==> config.mk <==
export PLATFORM = sky130hd
export DESIGN_NAME = sram_share_ctl
export DESIGN_NICKNAME = d
export VERILOG_FILES = /design/src/rtl/sram_share_ctl.sv
export SDC_FILE = /design/constraint.sdc
export NUM_CORES = 1
export LEC_CHECK = 0
export CAP_MARGIN = 20
export CELL_PAD_IN_SITES_DETAIL_PLACEMENT = 1
export CELL_PAD_IN_SITES_GLOBAL_PLACEMENT = 1
export CORE_MARGIN = 2
export CORE_UTILIZATION = 25
export CTS_CLUSTER_DIAMETER = 80
export DETAILED_ROUTE_END_ITERATION = 6
export DONT_BUFFER_PORTS = 1
export PLACE_DENSITY_LB_ADDON = 0.1
export RECOVER_POWER = 50
export SETUP_SLACK_MARGIN = 0.05
export SYNTH_ARGS = -nofsm -noshare
export SYNTH_HDL_FRONTEND = slang
export SYNTH_SLANG_ARGS = --single-unit
==> constraint.sdc <==
create_clock -name CLK -period 2 [get_ports CLK]
set_clock_uncertainty 0.2 [all_clocks]
set_input_delay 0.1 -clock CLK [delete_from_list [all_inputs] [get_ports CLK]]
set_output_delay 0.1 -clock CLK [all_outputs]
set_load 0.02 [all_outputs]
==> src/rtl/sram_share_ctl.sv <==
// sram_share_ctl
// Arbitrates the expansion SRAM window (B800h-FFFFh, decoded on A15..A11)
// between the Z80 bus and a bulk loader port. The Z80 has fixed priority and
// drives the SRAM strobes combinationally from its live bus. A loader access
// runs a timed setup/strobe/hold sequence; a Z80 window access that arrives
// during a loader cycle is stalled with WAIT_N until the SRAM is free.
//
// Build option: define SRAM_SHARE_LED_STRETCH_EN to stretch the activity LEDs
// with LED_STRETCH_W-bit down counters. Without it the LEDs mirror the chip
// select and write strobe directly and no counters exist.
//
// Loader handshake: LD_REQ is a level request. The controller accepts it in
// IDLE, latches LD_WE, runs the strobe sequence and pulses LD_ACK for one clock
// in the last hold clock (read data is valid on the SRAM bus in that clock).
// LD_REQ may drop early; an accepted access always completes and acknowledges.
// A loader keeping LD_REQ high after LD_ACK gets its next access after exactly
// one IDLE clock, which is the Z80's arbitration slot.

module sram_share_ctl #(
   parameter logic [4:0] WIN_LO        = 5'h17,
   parameter logic [4:0] WIN_HI        = 5'h1F,
   parameter int         LD_SETUP_CYC  = 1,
   parameter int         LD_STROBE_CYC = 2,
   parameter int         LD_HOLD_CYC   = 1
`ifdef SRAM_SHARE_LED_STRETCH_EN
   ,
   parameter int         LED_STRETCH_W = 16
`endif
) (
   input  logic       CLK,
   input  logic       RESET,
   input  logic [4:0] Addr,
   input  logic       MREQ_N,
   input  logic       RD_N,
   input  logic       WR_N,
   output logic       WAIT_N,
   input  logic       LD_REQ,
   input  logic       LD_WE,
   output logic       LD_ACK,
   output logic       BUS_SEL,
   output logic       RAM_CS_N,
   output logic       RAM_OE_N,
   output logic       RAM_WE_N,
   output logic       led1,
   output logic       led2,
   output logic [2:0] dbg_state
);

   typedef enum logic [2:0] {
      S_IDLE      = 3'd0,
      S_Z80       = 3'd1,
      S_LD_SETUP  = 3'd2,
      S_LD_STROBE = 3'd3,
      S_LD_HOLD   = 3'd4
   } state_t;

   // Phase counter reload values: each loader phase lasts (load + 1) clocks.
   localparam logic [3:0] SETUP_LOAD  = 4'(LD_SETUP_CYC - 1);
   localparam logic [3:0] STROBE_LOAD = 4'(LD_STROBE_CYC - 1);
   localparam logic [3:0] HOLD_LOAD   = 4'(LD_HOLD_CYC - 1);

   state_t     state;
   logic [3:0] phase_cnt;
   logic       bus_sel_q;
   logic       ld_we_q;
   logic [1:0] hit_sync;
   logic       z80_hit;
   logic       z80_hit_s;
   logic       in_window;
   logic       ld_busy;

   // A valid Z80 window access needs MREQ, an in-window address and exactly
   // one of RD/WR; both-low or both-high is treated as no access.
   assign in_window = (Addr >= WIN_LO) && (Addr <= WIN_HI);
   assign z80_hit   = !MREQ_N && in_window && (RD_N ^ WR_N);
   assign z80_hit_s = hit_sync[1];
   assign ld_busy   = (state == S_LD_SETUP) || (state == S_LD_STROBE) ||
                      (state == S_LD_HOLD);
   assign dbg_state = state;

   // Two-flop synchronizer: the Z80 bus is asynchronous to CLK, and only the
   // arbitration decision uses the synchronized hit.
   always_ff @(posedge CLK or posedge RESET) begin
      if (RESET) begin
         hit_sync <= 2'b00;
      end else begin
         hit_sync <= {hit_sync[0], z80_hit};
      end
   end

   // Arbitration and loader phase sequencing.
   always_ff @(posedge CLK or posedge RESET) begin
      if (RESET) begin
         state     <= S_IDLE;
         phase_cnt <= 4'd0;
         bus_sel_q <= 1'b0;
         ld_we_q   <= 1'b0;
      end else begin
         case (state)
            S_IDLE: begin
               if (z80_hit_s) begin
                  state <= S_Z80;
               end else if (LD_REQ) begin
                  state     <= S_LD_SETUP;
                  phase_cnt <= SETUP_LOAD;
                  bus_sel_q <= 1'b1;
                  ld_we_q   <= LD_WE;
               end
            end
            S_Z80: begin
               // Loader requests wait until the Z80 releases the window.
               if (!z80_hit_s) begin
                  state <= S_IDLE;
               end
            end
            S_LD_SETUP: begin
               if (phase_cnt == 4'd0) begin
                  state     <= S_LD_STROBE;
                  phase_cnt <= STROBE_LOAD;
               end else begin
                  phase_cnt <= phase_cnt - 4'd1;
               end
            end
            S_LD_STROBE: begin
               if (phase_cnt == 4'd0) begin
                  state     <= S_LD_HOLD;
                  phase_cnt <= HOLD_LOAD;
               end else begin
                  phase_cnt <= phase_cnt - 4'd1;
               end
            end
            S_LD_HOLD: begin
               if (phase_cnt == 4'd0) begin
                  state     <= S_IDLE;
                  bus_sel_q <= 1'b0;
               end else begin
                  phase_cnt <= phase_cnt - 4'd1;
               end
            end
            default: begin
               state     <= S_IDLE;
               phase_cnt <= 4'd0;
               bus_sel_q <= 1'b0;
            end
         endcase
      end
   end

   // SRAM strobe, wait and acknowledge generation. Outside loader cycles the
   // Z80 strobes follow the live bus with no clock latency; inside a loader
   // cycle the loader owns the strobes and a Z80 hit only raises WAIT.
   // Reset forces everything inactive at once, even with the Z80 bus active.
   always_comb begin
      RAM_CS_N = 1'b1;
      RAM_OE_N = 1'b1;
      RAM_WE_N = 1'b1;
      WAIT_N   = 1'b1;
      LD_ACK   = 1'b0;
      BUS_SEL  = bus_sel_q;
      if (!RESET) begin
         if (ld_busy) begin
            RAM_CS_N = 1'b0;
            WAIT_N   = !z80_hit;
            if (state == S_LD_STROBE) begin
               RAM_WE_N = !ld_we_q;
               RAM_OE_N = ld_we_q;
            end
            if ((state == S_LD_HOLD) && (phase_cnt == 4'd0)) begin
               LD_ACK = 1'b1;
            end
         end else begin
            RAM_CS_N = !z80_hit;
            RAM_OE_N = !(z80_hit && !RD_N);
            RAM_WE_N = !(z80_hit && !WR_N);
         end
      end
   end

`ifdef SRAM_SHARE_LED_STRETCH_EN
   logic [LED_STRETCH_W-1:0] led1_cnt;
   logic [LED_STRETCH_W-1:0] led2_cnt;

   // Stretch short SRAM activity so it is visible on the LEDs.
   always_ff @(posedge CLK or posedge RESET) begin
      if (RESET) begin
         led1_cnt <= '0;
         led2_cnt <= '0;
      end else begin
         if (!RAM_CS_N) begin
            led1_cnt <= '1;
         end else if (led1_cnt != '0) begin
            led1_cnt <= led1_cnt - LED_STRETCH_W'(1);
         end
         if (!RAM_WE_N) begin
            led2_cnt <= '1;
         end else if (led2_cnt != '0) begin
            led2_cnt <= led2_cnt - LED_STRETCH_W'(1);
         end
      end
   end

   assign led1 = (led1_cnt != '0);
   assign led2 = (led2_cnt != '0);
`else
   assign led1 = !RAM_CS_N;
   assign led2 = !RAM_WE_N;
`endif

endmodule

# Word-level counts from Yosys, hierarchy flattened
# Index checks and enable logic that the tools add are counted.
# Widths: inputs -> output; s select.
# word_totals
regBits	11
input_bits	12
output_inout_bits	11
elab_cells	78
# classes
addsub	1
magnitude_cmp	2
eq_ne	12
n_mux	30
bitwise_logic	4
n_reduce_logical	24
# op_table
operator	n
$mux 4	5
$pmux 4 s5	1
$mux 3	6
$mux 1	16
$pmux 3 s5	1
$ne 2x2->1 const B	5
$logic_not 1->1	9
$reduce_and 4->1	2
$eq 3x2->1 const B	2
$logic_and 1x1->1	6
$ge 5x5->1 const B	1
$le 5x5->1 const B	1
$reduce_and 5->1	1
$logic_not 4->1	1
$ne 2x1->1 const B	2
$sub 4x1->4 const B	1
$eq 3x1->1 const B	1
$eq 3x3->1 const B	1
$logic_not 3->1	1
$ne 3x3->1 const B	1
$not 1->1	3
$pmux 1 s3	1
$reduce_and 3->1	1
$reduce_or 3->1	1
other kinds (2)	3

# Logic depth before layout (Yosys ltp)
# Gate-level depths: netlist of run 1.
# depth
word_depth	9
ltp_mapped	6
depth_no_buf	5

# Worst setup path after synthesis of run 1
# OpenSTA, ideal clock, no wires.
# synth_timing
path_kind	flip-flop to output port
from	register phase_cnt[0]
to	output port LD_ACK
arrival_time_ns	1.671
t_required_ns	1.700
slack_ns	0.029
path_stages_with_launch	6
path_buffers	1
path_cell_list	dfrtp_1 > inv_1 > ha_1 > or3b_4 > clkbuf_8 > nor3_1
# synth_between
elab_chain_cells	5
# synth_lines
item	line	text
start, declared	63	logic [3:0] phase_cnt;
start signal, assigned	121	phase_cnt <= phase_cnt - 4'd1;
start signal, assigned	129	phase_cnt <= phase_cnt - 4'd1;
start signal, assigned	137	phase_cnt <= phase_cnt - 4'd1;
$logic_not 4->1	168	if ((state == S_LD_HOLD) && (phase_cnt == 4'd0)) begin
$logic_and 1x1->1	168	
$mux 1	168	
$mux 1	161	if (ld_busy) begin
$mux 1	160	if (!RESET) begin
end, declared	39	output logic LD_ACK,
# No other way between the ends.

# Worst setup path after layout of run 1
# layout_timing
from	register phase_cnt[1]
to	output port LD_ACK
# Same word-level chain as after synthesis.

==> results.md, run 1 <==
* Sequential power share at between 20 and 30%
* Initial antenna violation count at 0
* Layout cells sized above 1 at about a third
* Fin crit share at between 90 and 100%
* Syn Area/Cell at 9.740 sq um
* R2R Setup Slk at 0.11 ns
* Dpl hpwl at 1572 um
* RSZ-0062 raised after global routing: true
* Status: finished, final reports clean
* Post-Synthesis Net Count at 93
* Worst Hold Class: input pin to flop
* Combinational cell fraction of total power at between 60 and 70%
* IO Count at 23
* Most frequent cells in the layout: buf_4 (12), dfrtp_1 (9), nor2_1 (6)
* Net Sw Frac at 46.13%
* Synth Area in Adders at 3.252%
* Iter 0 DRT Violations at 32
* Number of synthesized register bits at 11
* Initial core utilization at between 20% and 30%
* R2r worst-path depth at 6
* CTS tree: built
* CP Max Fanout at 5
* Synth Warn # at 0
* Commonest non-fill, non-tap cell in the layout: buf_4
* Register area share after synthesis at 35.77%
* Largest area contributor in the netlist: dfrtp_1
* Reg clk slew, reported paths at roughly 0.080 ns
* Layout Nets at 114
* HP Start: LD_REQ
* Synth Cell Area at 769.5 sq um
* Post-Layout Cell Count at between 100 and 150
* Worst Hold Depth at 3
* Post-Synth Simple-Gate Area at 23.90%
* Setup Crit Path Kind: flop to output pin
* Port Buffers at 0
* First-pass GRT wire length at around 3500 um
* Min setup slack post-route at 0.08754 ns
* Via density at between 5 and 6
* Pre-Repair DR Iteration Count at 4
* Largest buffer count on any clock path at 2
* Required @ worst endpoint at 1.70 ns
* Die width at 59.48 um
* Area growth syn-to-layout at 30.73%
* Switching pwr at about 720 uW
* Die Height at ~59 um
* Placed Cells at 118
* GPL Wtd Cong at roughly 0.75
* Power share of the clock group at between 10% and 20%
* Inserted Diodes at 0
* Setup crit start: phase_cnt[1]$_DFFE_PP0P_
* Number of global-route vias before repair at between 600 and 700
* Clock sinks at 11
* Worst hold endpoint: phase_cnt[0]$_DFFE_PP0P_
* Post-route cell area at 1006 sq um
* Placed Area at 863.3 sq um
* Antenna violation net count after detailed routing at 0
* Worst VDD drop at 0.3795 mV
* Setup TNS at 0 ns
* Grt total ovfl at 0
* Aggregate global-route resource usage at 13.68%
* Rel. slew slack at 53.94%
* CTS Buf Count at 3
* Least-Margin Pin Slew at 0.6909 ns
* Leak at 0.0004108 uW
* R2r startpoint: phase_cnt[1]$_DFFE_PP0P_
* Largest net degree at the start of global routing at 12
* Library cells used by synthesis at 38
* Startpoint types: flop
* Maxcap violations at 0
* Cell Rows at 20
* Main combinational cell family by area after synthesis: compound AO/OA/AOI/OAI gates
* Final Slew Violations at 0
* PwrDens at 1547 nW/um^2
* Synth Area in Compound Gates at 24.72%
* Post-synthesis mux area share at 1.463%
* Routed wire per std cell at 16.34 um
* Via count at 694
* Final Hold Fails at 0
* Core Area at 2978 sq um
* Synth Area in XOR/XNOR at under 10%
* Final Util at 33.78%
* Cell count after synthesis at 79
* Remaining DRCs at 0
* Achievable Freq at 0.5229 GHz
* Crit path capture type: output pin
* CTS Root Cell: clkbuf_4
* Reg-to-Reg End: phase_cnt[0]$_DFFE_PP0P_
* Pre-CTS setup slack at 0.1938 ns
* Power Internal at 838.5 uW
* # H-tree levels at 1
* Clk_lat worst skew at 0.28 ns
* Total wire length at 2157 um
* Final setup viols at 0
* Fin crit period at 1.912 ns
* Data arrival, critical path at around 1.6 ns
* Synth top area share at about 36%
* Top cells by area, synth: dfrtp_1 (36%), o211ai_1 (3.9%), nor2_1 (3.4%)
* Full die area at 3538 sq um
logic make-up after synthesis:
| group | Yosys count |
|---|---|
| DFF | 11 |
| adders and majority gates | 2 |
| buffers and inverters | 11 |
| xor gates and xnor gates | 3 |
| AOI/OAI and AO/OA | 24 |
| muxes | 1 |
| and+or+nand+nor | 27 |
registers in the layout (all words and copies together), names as in the netlist:
| register | flops |
|---|---|
| phase_cnt | 4 |
| hit_sync | 2 |
| ld_we_q | 1 |
| BUS_SEL | 1 |
| dbg_state | 3 |
worst max path at each step:
stage	depth (start not counted)	end	slack, ns
after floorplan	4	RAM_WE_N	0.17
after global placement	5	phase_cnt[0]$_DFFE_PP0P_	0.22
after detailed placement	5	phase_cnt[0]$_DFFE_PP0P_	0.19
after CTS	4	LD_ACK	0.04
after global routing	4	LD_ACK	0.02
final	4	LD_ACK	0.09
worst max-delay path, cell delays in order, from the launching register on:
cell	delay, ns
dfrtp_1	0.41
inv_2	0.09
ha_4	0.11
or3b_4	0.42
nor3_4	0.29
cell type report:
type / instances / area (sq um)
Fill cell: 354 / 1972
Multi-Input combinational cell: 57 / 467.9
Sequential cell: 11 / 277.8
Timing Repair Buffer: 21 / 170.2
Tap cell: 33 / 41.29
Clock buffer: 4 / 26.28
Inverter: 6 / 22.52
repair_timing:
item                       4_1_cts  5_1_grt
hold buffers                     5        0
setup endpoints to repair        2        7
setup buffers                    2        3
hold endpoints to repair        14        0
pin swaps                        1        3
gates resized for setup          2        9
metrics by stage:
stage | hold WS, ns | total power, uW
2_1_floorplan | -0.2231 | 1059
3_3_place_gp | -0.1291 | 1264
3_5_place_dp | -0.1201 | 1268
4_1_cts | 0.03907 | 1493
5_1_grt | 0.03889 | 1690
6_report | 0.03769 | 1557
cell usage after synthesis, drive strengths merged:
cell / instances
a21oi: 1
a32oi: 1
nor3b: 3
ha: 2
xor2: 1
nand3b: 2
buf: 3
inv: 6
clkbuf: 2
nor4b: 1
o211ai: 5
a22oi: 1
o31a: 1
nand2: 3
nand3: 2
dfrtp: 11
nor4: 1
a32o: 1
o311ai: 1
o2111ai: 1
o21ai: 4
xnor2: 2
nor3: 2
o21a: 1
nor2b: 3
a21boi: 1
nor2: 7
o31ai: 2
a31oi: 2
or3b: 3
o21bai: 1
a211oi: 1
mux2: 1
routing by layer:
layer,track usage (%),wire (um),share of wire (%),up-vias
li1,-,-,-,332
met1,19.89,1027,48,343
met2,19.00,1014,47,15
met3,2.620,71,3.3,4
met4,6.818,43,2.0,0
met5,0,0,0,-
power by group through the flow:
stage          registers [uW]  clock network [uW]  logic, uW
5_1_grt                   466                 184       1040
3_5_place_dp              446                   0        822
3_3_place_gp              450                   0        814
4_1_cts                   446                 170        876
2_1_floorplan             430                   0        629
6_report                  445                 166        945
Note: power is estimated with default switching activity, not from simulation.
==> inputs of run 2 (changes only) <==
--- a/config.mk
+++ b/config.mk
@@ -5,6 +5,7 @@
 export SDC_FILE = /design/constraint.sdc
 export NUM_CORES = 1
 export LEC_CHECK = 0
+export ABC_AREA = 1
 export CAP_MARGIN = 20
 export CELL_PAD_IN_SITES_DETAIL_PLACEMENT = 1
 export CELL_PAD_IN_SITES_GLOBAL_PLACEMENT = 1
==> run 2 against run 1 <==
Against the previous run: first-iteration DRC count down 72%; maximum frequency increased by 4.1%; clock-buffer cell count did not move; die area is 7.4% higher; worst hold slack got worse by 0.023 ns.
==> results.md, run 2 <==
* Initial antenna violation count at 0 (unchanged)
* Cell Rows at 20 (unchanged)
* Routed wire per std cell at 12.51 um (-23%)
* Rel. slew slack at 70.56% (+17 points)
* Die Height at 61.65 um (+3.6%)
* Iter 0 DRT Violations at 9 (-72%)
* Synth Cell Area at 830.8 sq um (+8.0%)
* Achievable Freq at 0.5445 GHz (+4.1%)
* Final setup viols at 0 (unchanged)
* Worst hold slack at 0.01480 ns (-0.02289 ns)
* Most frequent cells in the layout: nand2_1 (44), inv_1 (15), nand3_1 (13)
* Setup TNS at 0 ns (unchanged)
* Fin crit share at 91.82% (-3.8 points)
* Maxcap violations at 0 (unchanged)
* Clock sinks at 11 (unchanged)
* R2R Setup Slk at 0.45 ns (+0.34 ns)
* Grt total ovfl at 0 (unchanged)
* Port Buffers at 0 (unchanged)
* Status: finished, final reports clean
* Antenna violation net count after detailed routing at 0 (unchanged)
* Via density at 4.656 (-11%)
* Library cells used by synthesis at 17 (-55%)
* IO Count at 23 (unchanged)
* Largest net degree at the start of global routing at 11 (-1)
* Required @ worst endpoint at 1.70 ns (about the same)
* Dpl hpwl at 1918 um (+22%)
* Aggregate global-route resource usage at 15.45% (+1.8 points)
* Full die area at 3800 sq um (+7.4%)
* Post-Layout Cell Count at 189 (+43%)
* Crit path capture type: output pin
* Synth Warn # at 0 (unchanged)
* Worst VDD drop at 0.3823 mV (+0.74%)
* Least-Margin Pin Slew at 0.4416 ns (-0.2492 ns)
* Pre-Repair DR Iteration Count at 4 (unchanged)
* Fin crit period at 1.836 ns (-0.07601 ns)
* Cell count after synthesis at 128 (+62%)
* Inserted Diodes at 0 (unchanged)
* Number of flops mapped to enable cells by yosys at 0 (unchanged)
* Remaining DRCs at 0 (unchanged)
* Commonest cells in the netlist: nand2_1 (45), inv_1 (16), nor2_1 (14), nand3_1 (13), dfrtp_1 (11)
* Number of synthesized register bits at 11 (unchanged)
* Async S/R FF share, synth at 100.0% (unchanged)
* Largest area contributor in the netlist: dfrtp_1
* GPL Wtd Cong at 0.7838 (+5.0%)
* CTS Buf Count at 3 (unchanged)
* Top-count cell post-synth: nand2_1
* Synth Flop Type: dfrtp_1
* Leak at 0.0005485 uW (+34%)
* Synth top area share at 33.13% (-2.6 points)
* Final Hold Fails at 0 (unchanged)
* Post-synthesis mux area share at 0% (-1.5 points)
* Setup Crit Path Kind: flop to output pin
* First-pass GRT wire length at 4160 um (+19%)
* RSZ-0062 raised after global routing: false
* # H-tree levels at 1 (unchanged)
* Synth Area in Adders at 3.012% (-0.24 points)
* Synth Area in Compound Gates at 4.518% (-20 points)
* Area growth syn-to-layout at 23.65%
* Placed Cells at 178 (+51%)
* Number of global-route vias before repair at 891 (+29%)
* Max reg flops at 4 (unchanged)
* Layout Nets at 160 (+40%)
* Commonest non-fill, non-tap cell in the layout: nand2_1
* Clk_lat worst skew at 0.28 ns (about the same)
* Main combinational cell family by area after synthesis: simple AND/OR/NAND/NOR gates
* Min setup slack post-route at 0.1636 ns (+0.07601 ns)
* Final Slew Violations at 0 (unchanged)
* CTS tree: built
* Most flops, register: phase_cnt
* Syn Area/Cell at 6.491 sq um (-33%)
* Top cells by area, synth: dfrtp_1 (33%), nand2_1 (20%), nand3_1 (7.8%)
* Startpoint types: flop
* Largest buffer count on any clock path at 2 (unchanged)
* Data arrival, critical path at 1.54 ns (-0.07 ns)
* PwrDens at 1508 nW/um^2 (-2.6%)
* Pre-CTS setup slack at 0.2393 ns (+0.04553 ns)
* Total wire length at 2365 um (+9.6%)
* Core Area at 3103 sq um (+4.2%)
* Reg clk slew, reported paths at 0.08 ns (about the same)
* Via count at 880 (+27%)
* Die width at 61.65 um (+3.6%)
* Synth Area in XOR/XNOR at 1.054% (-2.4 points)
* CP Max Fanout at 6 (+1)
* Post-Synthesis Net Count at 142 (+53%)
* Final Util at 33.10% (-0.68 points)
* Register area share after synthesis at 33.13% (-2.6 points)
* CTS Root Cell: clkbuf_4
* Post-Synth Simple-Gate Area at 47.44% (+24 points)
* Initial core utilization at 26.77% (+0.93 points)
* Worst Hold Class: input pin to flop
* Layout cells sized above 1 at 18.62% (-14 points)
run 2: cell count changes after synthesis, sizes merged, moves of 3 or more:
cell and delta:
or3b -3, nor2 +9, inv +12, nand3 +12
nand4 +8, o211ai -4, nor2b -3, nor3b -3
nand2 +45
run 2: kinds of logic (layout without fill, tap and decap cells):
family	after synthesis	in the layout
AO/OA/AOI/OAI	7	7
XOR/XNOR	1	1
adder cells (fa/ha/maj)	2	2
buffers and inverters	20	37
flip-flops	11	11
AND/OR/NAND/NOR	87	87
run 2: final timing paths:
kind / endpoint / start / cells past startpoint
worst max register to register: phase_cnt[3]$_DFFE_PP0P_ / phase_cnt[0]$_DFFE_PP0P_ / 9
worst min-delay path: phase_cnt[0]$_DFFE_PP0P_ / LD_REQ / 6
worst max-delay path: RAM_WE_N / dbg_state[1]$_DFFE_PP0P_ / 8
min in group asynchronous: phase_cnt[1]$_DFFE_PP0P_ / RESET / 2
worst min register to register: hit_sync[1]$_DFF_PP0_ / hit_sync[0]$_DFF_PP0_ / 0
max in group asynchronous: dbg_state[0]$_DFFE_PP0P_ / RESET / 3
run 2: critical path: stages, from the launching register on:
cell	delay, ns
dfrtp_2	0.51
nor2_4	0.13
nand2_2	0.08
nand2_2	0.09
inv_2	0.04
nand2_1	0.10
nor2_1	0.06
nor2_1	0.09
buf_4	0.15
run 2: final cells by class:
type | count | area (sq um)
Timing Repair Buffer | 15 | 121.4
Inverter | 18 | 67.56
Fill cell | 428 | 2076
Multi-Input combinational cell | 97 | 478.0
Clock buffer | 4 | 26.28
Sequential cell | 11 | 279.0
Tap cell | 44 | 55.05
run 2: metal layers:
layer | GRT usage (%) | part of all wire, %
met3 | 3.992 | 6.5
met1 | 20.95 | 46
met4 | 8.207 | 1.6
met2 | 22.41 | 46
met5 | 0 | 0
run 2: repair_timing:
item	CTS	global route
hold buffers	5	0
gates resized for setup	4	5
pin swaps	1	2
setup endpoints to repair	5	5
hold endpoints to repair	14	0
buffers inserted	1	1
run 2: where the power goes:
group / internal (uW) / leakage [uW] / switching (uW)
Clock: 77.5 / 0.0000150 / 86.9
Combinational: 341 / 0.000394 / 577
Sequential: 309 / 0.000139 / 157
Total: 728 / 0.000548 / 821
run 2: per-stage QoR:
| stage | area, sq um | total power (uW) |
|---|---|---|
| floorplan | 830.8 | 1117 |
| global placement | 923.4 | 1319 |
| detailed placement | 923.4 | 1333 |
| CTS | 1013 | 1541 |
| global route | 1027 | 1724 |
| finish | 1027 | 1549 |
==> inputs of run 3 (changes only) <==
--- a/config.mk
+++ b/config.mk
@@ -5,7 +5,7 @@
 export SDC_FILE = /design/constraint.sdc
 export NUM_CORES = 1
 export LEC_CHECK = 0
-export ABC_AREA = 1
+export BUFFER_PORTS_ARGS = -buffer_cell sky130_fd_sc_hd__buf_4
 export CAP_MARGIN = 20
 export CELL_PAD_IN_SITES_DETAIL_PLACEMENT = 1
 export CELL_PAD_IN_SITES_GLOBAL_PLACEMENT = 1
@@ -13,10 +13,9 @@
 export CORE_UTILIZATION = 25
 export CTS_CLUSTER_DIAMETER = 80
 export DETAILED_ROUTE_END_ITERATION = 6
-export DONT_BUFFER_PORTS = 1
 export PLACE_DENSITY_LB_ADDON = 0.1
 export RECOVER_POWER = 50
-export SETUP_SLACK_MARGIN = 0.05
+export SETUP_SLACK_MARGIN = 0.3
 export SYNTH_ARGS = -nofsm -noshare
 export SYNTH_HDL_FRONTEND = slang
 export SYNTH_SLANG_ARGS = --single-unit
==> run 3 against run 2 <==
Against the previous run: setup slack worse by 0.057 ns; power up 15%; sequential power down 12%; combinational power up 32%; utilization up 8.2 points; final cell count down 17%; clock power down 7%; final area up 20%; worst hold slack better by 0.095 ns.
==> results.md, run 3 (synthesis gave the netlist of run 1 again) <==
* Status: finished, final reports clean
* First-pass GRT wire length at 3946 um (-5.1%)
* Number of global-route vias before repair at 850 (-4.6%)
* Largest net degree at the start of global routing at 12 (+1)
* Largest buffer count on any clock path at 2 (unchanged)
* Switching pwr at 762.4 uW (-7.2%)
* Data arrival, critical path at 1.59 ns (+0.05 ns)
* Worst VDD drop at 0.5246 mV (+37%)
* Setup Crit Path Kind: flop to output pin
* Setup TNS at 0 ns (unchanged)
* Via density at 5.057 (+8.6%)
* Core Area at 2978 sq um (-4.0%)
* R2R Setup Slk at 0.11 ns (-0.34 ns)
* Rel. slew slack at 65.03% (-5.5 points)
* Startpoint types: flop
* Grt total ovfl at 0 (unchanged)
* Port Buffers at 22 (+22)
* Remaining DRCs at 0 (unchanged)
* Area of the multi-input gates at 498.0 sq um (+4.2%)
* Required @ worst endpoint at 1.70 ns (about the same)
* CP Max Fanout at 2 (-4)
* Pre-Repair DR Iteration Count at 4 (unchanged)
* Crit path cell chain: inv_2 > ha_1 > or3b_4 > nor3_4 > buf_6
* Register area at 275.3 sq um (-1.3%)
* Via count at 794 (-9.8%)
* Die Height at 59.48 um (-3.5%)
* Worst hold endpoint: dbg_state[1]$_DFFE_PP0P_
* Slowest library cell on the worst path: or3b_4
* Reg-to-Reg End: phase_cnt[0]$_DFFE_PP0P_
* Area growth syn-to-layout at 59.84%
* Least-Margin Pin Slew at 0.5224 ns (+0.08076 ns)
* Post-Layout Cell Count at 157 (-17%)
* # H-tree levels at 1 (unchanged)
* RSZ-0062 raised after global routing: true
* Pre-CTS setup slack at 0.1611 ns (-0.07822 ns)
* Die width at 59.48 um (-3.5%)
* Antenna violation net count after detailed routing at 0 (unchanged)
* Cell Rows at 20 (unchanged)
* Iter 0 DRT Violations at 18 (+9)
* Reg clk slew, reported paths at 0.08 ns (about the same)
* R2r startpoint: phase_cnt[0]$_DFFE_PP0P_
* HP Start: LD_REQ
* Leak at 0.0005489 uW (about the same)
* Initial antenna violation count at 0 (unchanged)
* Total wire length at 2294 um (-3.0%)
* Final Hold Fails at 0 (unchanged)
* Largest stage delay, worst path at 0.41 ns (-0.10 ns)
* Commonest non-fill, non-tap cell in the layout: buf_4
* Max reg flops at 4 (unchanged)
* Clock sinks at 11 (unchanged)
* Aggregate global-route resource usage at 15.05% (-0.40 points)
* Full die area at 3538 sq um (-6.9%)
* GPL Wtd Cong at 0.7072 (-9.8%)
* Worst Hold Depth at 4 (-2)
* Sequential power share at 23.1% (-7.0 points)
* Dpl hpwl at 1624 um (-15%)
* PwrDens at 1443 nW/um^2 (-4.3%)
* Min setup slack post-route at 0.1070 ns (-0.05660 ns)
* Combinational cell fraction of total power at 68.2% (+8.9 points)
* Final Slew Violations at 0 (unchanged)
* Most flops, register: phase_cnt
* Placed Cells at 136 (-24%)
* CTS Buf Count at 3 (unchanged)
* Power Internal at 1012 uW (+39%)
* Fin crit share at 94.65% (+2.8 points)
* Final setup viols at 0 (unchanged)
* Layout Nets at 139 (-13%)
* Achievable Freq at 0.5283 GHz (-3.0%)
* CTS tree: built
* Initial core utilization at 25.84% (-0.93 points)
* IO Count at 23 (unchanged)
* Maxcap violations at 0 (unchanged)
* Routed wire per std cell at 14.61 um (+17%)
* Layout cells sized above 1 at 47.58% (+29 points)
* Crit path capture type: output pin
* Worst Hold Class: input pin to flop
* Total power draw at 1775 uW (+15%)
* CTS Root Cell: clkbuf_4
* Inserted Diodes at 0 (unchanged)
* Most frequent cells in the layout: buf_4 (33), dfrtp_1 (11), buf_6 (6)
* Clk_lat worst skew at 0.27 ns (about the same)
* Fin crit period at 1.893 ns (+0.05659 ns)
* Net Sw Frac at 42.96% (-10 points)
* R2r worst-path depth at 6 (-3)
* Filler Cell Count at 373 (-13%)
* Power share of the clock group at 8.6% (-2.0 points)
==> run 3: per-stage QoR <==
step                utilization, %  cell area, sq um  hold WS (ns)
floorplan                        -             797.0       -0.2231
global placement             34.29              1021      -0.05589
detailed placement           34.29              1021      -0.05957
CTS                          40.97              1220       0.09942
global route                 41.30              1230        0.1529
finish                       41.30              1230        0.1099
==> run 3: worst max-delay path by stage <==
stage | startpoint | end | slack (ns) | cells past startpoint
2_1_floorplan | phase_cnt[0]$_DFFE_PP0P_ | phase_cnt[0]$_DFFE_PP0P_ | 0.24 | 6
3_3_place_gp | phase_cnt[1]$_DFFE_PP0P_ | phase_cnt[0]$_DFFE_PP0P_ | 0.22 | 5
3_5_place_dp | phase_cnt[1]$_DFFE_PP0P_ | phase_cnt[0]$_DFFE_PP0P_ | 0.16 | 5
4_1_cts | phase_cnt[0]$_DFFE_PP0P_ | LD_ACK | 0.08 | 5
5_1_grt | dbg_state[0]$_DFFE_PP0P_ | LD_ACK | 0.03 | 5
6_report | phase_cnt[0]$_DFFE_PP0P_ | LD_ACK | 0.11 | 5
==> run 3: routing by layer <==
metal  vias up  global-route usage, %  wire length (um)
met5         -                      0                 0
met4         0                  3.896                17
met3         2                  3.712                98
met2        22                  27.16              1237
met1       388                  17.56               941
li1        382                      -                 -
==> run 3: final cells by class <==
class,instances,area share [%]
flip-flops and latches,11,22.38
multi-input cells,57,40.49
inverters,6,1.831
well taps,33,3.357
repair buffers,46,29.81
clock buffers,4,2.136
==> run 3: power groups by stage <==
stage                     sequential, uW  combinational [uW]  clock [uW]
after CTS                            413                1180         159
after floorplan                      432                 648           0
after detailed placement             414                 950           0
after global placement               408                 939           0
final                                411                1210         153
after global routing                 424                1340         170
==> run 3: critical path, delay by kind of cell, from the launching register on <==
kind,cells,cell delay [ns]
adder cells (fa/ha/maj),1,0.13
flip-flops,1,0.39
buffers and inverters,2,0.20
AND/OR/NAND/NOR,2,0.60
==> run 3: repair_timing <==
item,CTS,global route
setup endpoints to repair,12,15
gates resized for setup,17,1
hold buffers,4,0
endpoints found under the hold margin,7,0
pin swaps,9,2
setup buffers,10,3
